File: config.mk
export PLATFORM = sky130hd
export DESIGN_NAME = axis_bram_writer
export DESIGN_NICKNAME = d
export VERILOG_FILES = /design/src/rtl/axis_bram_writer.sv
export SDC_FILE = /design/constraint.sdc
export NUM_CORES = 1
export LEC_CHECK = 0
export CELL_PAD_IN_SITES_DETAIL_PLACEMENT = 1
export CELL_PAD_IN_SITES_GLOBAL_PLACEMENT = 1
export CORE_ASPECT_RATIO = 0.75
export CORE_MARGIN = 2
export CORE_UTILIZATION = 39
export DETAILED_ROUTE_END_ITERATION = 12
export PLACE_DENSITY_LB_ADDON = 0.1
export SYNTH_ARGS = -nofsm -noshare
export SYNTH_HDL_FRONTEND = slang
export SYNTH_SLANG_ARGS = --single-unit
File: constraint.sdc
create_clock -name aclk -period 3.2 [get_ports aclk]
set_input_delay 0.64 -clock aclk [delete_from_list [all_inputs] [get_ports aclk]]
set_output_delay 0.64 -clock aclk [all_outputs]
set_load 0.01 [all_outputs]
File: src/rtl/axis_bram_writer.sv
// Captures one AXI-Stream frame per arm into a single-port BRAM from address 0 and reports its length.
// Optional define AXIS_BRAM_WRITER_TKEEP_EN adds s_axis_tkeep, which then drives the byte write enables.
module axis_bram_writer #(
    parameter int DATA_WIDTH = 16,
    parameter int ADDR_WIDTH = 12
) (
    input  logic                    aclk,
    input  logic                    aresetn,
    input  logic                    arm,
    input  logic [DATA_WIDTH-1:0]   s_axis_tdata,
    input  logic                    s_axis_tvalid,
    input  logic                    s_axis_tlast,
`ifdef AXIS_BRAM_WRITER_TKEEP_EN
    input  logic [DATA_WIDTH/8-1:0] s_axis_tkeep,
`endif
    output logic                    s_axis_tready,
    output logic [ADDR_WIDTH-1:0]   bram_addr,
    output logic [DATA_WIDTH-1:0]   bram_wrdata,
    output logic [DATA_WIDTH/8-1:0] bram_we,
    output logic                    bram_en,
    output logic                    bram_clk,
    output logic [ADDR_WIDTH-1:0]   count,
    output logic                    frame_done,
    output logic                    overflow,
    output logic                    busy
);

    localparam int WE_W = DATA_WIDTH / 8;
    localparam logic [ADDR_WIDTH:0] LAST_PTR = {1'b0, {ADDR_WIDTH{1'b1}}};

    typedef enum logic [1:0] {S_IDLE, S_CAPTURE, S_DRAIN, S_DONE} state_t;

    state_t                state, state_nx;
    logic [ADDR_WIDTH:0]   ptr;
    logic                  accepting;
    logic                  hs;
    logic                  wr;
    logic                  arm_ok;
    logic                  done_pend;
    logic [WE_W-1:0]       we_val;

    assign bram_clk      = aclk;
    assign bram_en       = aresetn;
    assign accepting     = (state == S_CAPTURE) || (state == S_DRAIN);
    assign s_axis_tready = accepting;
    assign busy          = accepting;
    assign hs            = s_axis_tvalid && accepting;
    assign wr            = hs && (state == S_CAPTURE);
    assign arm_ok        = arm && ((state == S_IDLE) || (state == S_DONE));

`ifdef AXIS_BRAM_WRITER_TKEEP_EN
    assign we_val = s_axis_tkeep;
`else
    assign we_val = {WE_W{1'b1}};
`endif

    always_ff @(posedge aclk or negedge aresetn) begin
        if (!aresetn) state <= S_IDLE;
        else          state <= state_nx;
    end

    always_comb begin
        state_nx = state;
        case (state)
            S_IDLE, S_DONE: if (arm) state_nx = S_CAPTURE;
            S_CAPTURE: begin
                if (hs) begin
                    if (s_axis_tlast)         state_nx = S_DONE;
                    else if (ptr == LAST_PTR) state_nx = S_DRAIN;
                end
            end
            S_DRAIN: if (hs && s_axis_tlast) state_nx = S_DONE;
            default: state_nx = S_IDLE;
        endcase
    end

    // count samples ptr one cycle after the last handshake, so the final write has already been presented
    always_ff @(posedge aclk or negedge aresetn) begin
        if (!aresetn) begin
            ptr         <= '0;
            bram_addr   <= '0;
            bram_wrdata <= '0;
            bram_we     <= '0;
            count       <= '0;
            frame_done  <= 1'b0;
            done_pend   <= 1'b0;
            overflow    <= 1'b0;
        end else begin
            done_pend  <= hs && s_axis_tlast;
            frame_done <= done_pend;
            if (done_pend) count <= ptr[ADDR_WIDTH-1:0];
            bram_we <= wr ? we_val : '0;
            if (wr) begin
                bram_addr   <= ptr[ADDR_WIDTH-1:0];
                bram_wrdata <= s_axis_tdata;
                ptr         <= ptr + 1'b1;
                if (!s_axis_tlast && ptr == LAST_PTR) overflow <= 1'b1;
            end
            if (arm_ok) begin
                ptr      <= '0;
                overflow <= 1'b0;
            end
        end
    end

endmodule

==> reports/qor.txt <==
status = finished, final reports clean
Post-synth ARST share = 100%
CP cell instances = clkbuf_8 -> clkbuf_8 -> clkdlybuf4s50_1
Critical Path AT = 2.30 ns
n_diodes = 0
top cell family by delay on the critical path = buffers and inverters
vias in the first global route = 2,029
GP Congestion = 0.774
number of enable flip-flop cells after synthesis = 0
Peak VDD IR = 0.421 mV
total global routing overflow = 0
CP Capture Type = output pin
initial antenna violation count = 0
IO Port Bufs = 68
Max Cap Viol = 0
Setup Fix Bufs, Post-CTS = 0
unrepaired setup endpoints after global routing = no
Routed Wire Length = 6.18 mm
total of warnings raised by yosys = 0
post-synthesis average cell area = 10.5 um2
drt first pass iters = 4
Synth Area in Adders = 1.50%
Resized cells post-CTS = 0
Routed Antenna Nets = 0
first-pass GRT wire length = 10.1 mm
xor/xnor share of the synthesized area = 2.46%
Post-layout nets = 333
unique cell type count in the Yosys netlist = 36
Pwr Density = 813 mW/mm2
post-DP HPWL = 4.09 mm
post-place setup slack = 0.511 ns
via count = 1,914
P_leak = 1.72 nW
DRC = 0
Crit Path Max Fanout = 2
normalized max-slew margin = 51.6%
Hold Path Class = input port to asynchronous set/reset pin
Crit. path cell count = 3
largest family of logic cells by synthesized area = simple AND/OR/NAND/NOR gates
clock skew = 0.00724 ns
Primary FF master, synth = dfrtp_1
Hold Vio Cnt, Final = 0
cell count after synthesis = 237
fin worst setup slack = 0.263 ns
share of cells above drive strength 1 = 13.7%
Area growth, synth to finish = 40.8%
FP Rows = 25
Compound-Gate Fraction of Synth Area = 4.11%
critical path's largest stage delay = 0.47 ns
Cell Area, Synth = 0.00249 mm2
final slew viol count = 0
WL/cell = 15.6 um
measured slew at the worst slew-check pin = 0.726 ns
Final Total Pwr = 2.86 mW
Critical Path RT = 2.56 ns
Skew-Pair Late Insertion Delay = 0.44 ns
Tot GR Track Use = 20.0%
Core Region = 0.00626 mm2
initial DRC count = 106
final setup fails = 0
crit path launch type = clock port
cts hold-fix bufs = 0
I/O pins = 69
total die area = 0.00706 mm2
largest net degree at the start of global routing = 60
Yosys reg bits = 59
post-synthesis mux area share = 7.02%
slowest stage cell on the critical path = clkdlybuf4s50_1
critical path class = clock port to output pin
Initial Util = 39.9%
die height = 73.3 um
Die W = 96.4 um
Buf+Inv Stages, Crit Path = 3
syn nets = 261
CTS tree = built
drt via density = 4.85
worst r2r path cells = 7
sum of negative setup slack = 0 ns
sequential share of the synthesized area = 59.2%
most frequent CP cell = clkbuf_8
Simple-Gate Fraction of Synth Area = 22.3%
clk slew on worst S/H paths = 0.07 ns
==> layer usage <==
layer | vias to the layer above | wire, um | GRT usage, %
li1 | 908 | - | -
met1 | 943 | 2870 | 26.0
met2 | 54 | 2820 | 29.5
met3 | 9 | 407 | 8.51
met4 | 0 | 82 | 8.29
met5 | - | 0 | 0
==> synth_stat cells, types with 3 or more instances <==
library cell	count	area, um2
dfrtp_1	59	1480
mux2i_1	4	40.0
nor2_1	9	33.8
ha_1	3	37.5
nand2_1	97	364
mux2_2	12	135
a21oi_1	3	15.0
inv_1	4	15.0
buf_2	5	25.0
nand4_1	4	25.0
buf_4	4	30.0
xnor2_1	3	26.3
xor2_1	4	35.0
==> kinds of logic after synthesis <==
group / Yosys count
DFF: 59
muxes: 16
and+or+nand+nor: 124
buffers and inverters: 17
xor gates and xnor gates: 7
adders and majority gates: 3
AOI/OAI and AO/OA: 11
==> report_power, final <==
part	internal [mW]	leakage, nW	switching, mW
Combinational	0.443	0.778	0.453
Clock	0.640	0.152	0.332
Sequential	0.890	0.794	0.0986
Total	1.97	1.72	0.883
==> cell type report <==
type	instances	area, um2
clock buffers	14	189
clock inverters	6	113
fillers	709	2740
inverters	5	18.8
multi-input cells	161	933
flip-flops and latches	59	1480
well taps	81	101
repair buffers	69	681
==> flip-flops by register name, summed over array words and instances (netlist names) <==
name,count
ptr,13
bram_addr,12
done_pend,1
state,2
bram_wrdata,16
overflow,1
count,12
bram_we,1
frame_done,1
==> final timing paths <==
check	start	to	slack, ns
hold / removal	aresetn	bram_wrdata[4]$_DFFE_PN0P_	0.43
max in group asynchronous	aresetn	bram_wrdata[10]$_DFFE_PN0P_	2.30
min in group aclk	bram_addr[5]$_DFFE_PN0P_	bram_addr[5]$_DFFE_PN0P_	0.48
hold reg to reg	bram_addr[5]$_DFFE_PN0P_	bram_addr[5]$_DFFE_PN0P_	0.48
setup reg to reg	state[0]$_DFFE_PN0P_	ptr[8]$_DFFE_PN0P_	0.98
setup / recovery	aclk	bram_clk	0.26
==> layout by cell type (no fill, tap or decap), drive strengths merged <==
| cell | synthesis | routed |
|---|---|---|
| nand2 | 97 | 97 |
| clkdlybuf4s50 | 0 | 67 |
| dfrtp | 59 | 59 |
| clkbuf | 2 | 13 |
| mux2 | 12 | 12 |
| nor2 | 9 | 9 |
| inv | 5 | 5 |
| nand4 | 4 | 4 |
| xor2 | 4 | 4 |
| mux2i | 4 | 4 |
| a21oi | 3 | 3 |
| xnor2 | 3 | 3 |
| ha | 3 | 3 |
| bufinv | 0 | 3 |
| clkinv | 0 | 3 |
| buf | 10 | 3 |
| nand3 | 2 | 2 |
| a211oi | 2 | 2 |
| and4 | 2 | 2 |
| and3 | 1 | 1 |
| nand3b | 1 | 1 |
| nor3 | 1 | 1 |
| and2 | 1 | 1 |
| a31o | 1 | 1 |
| o211ai | 1 | 1 |
| o31ai | 1 | 1 |
| nor4 | 1 | 1 |
| o21ai | 1 | 1 |
| or3 | 1 | 1 |
| nor3b | 1 | 1 |
| nand2b | 1 | 1 |
| nor2b | 1 | 1 |
| and4bb | 1 | 1 |
| o32ai | 1 | 1 |
| o41ai | 1 | 1 |
==> metrics by stage <==
step,hold WS (ns),instance area (um2),instances,utilization [%]
2_1_floorplan,0.344,2490,237,-
3_3_place_gp,0.459,3220,376,51.5
3_5_place_dp,0.466,3220,376,51.5
4_1_cts,0.444,3510,395,56.1
5_1_grt,0.466,3510,395,56.1
6_report,0.425,3510,395,56.1
No activity file was read; power rests on OpenSTA's default activity.
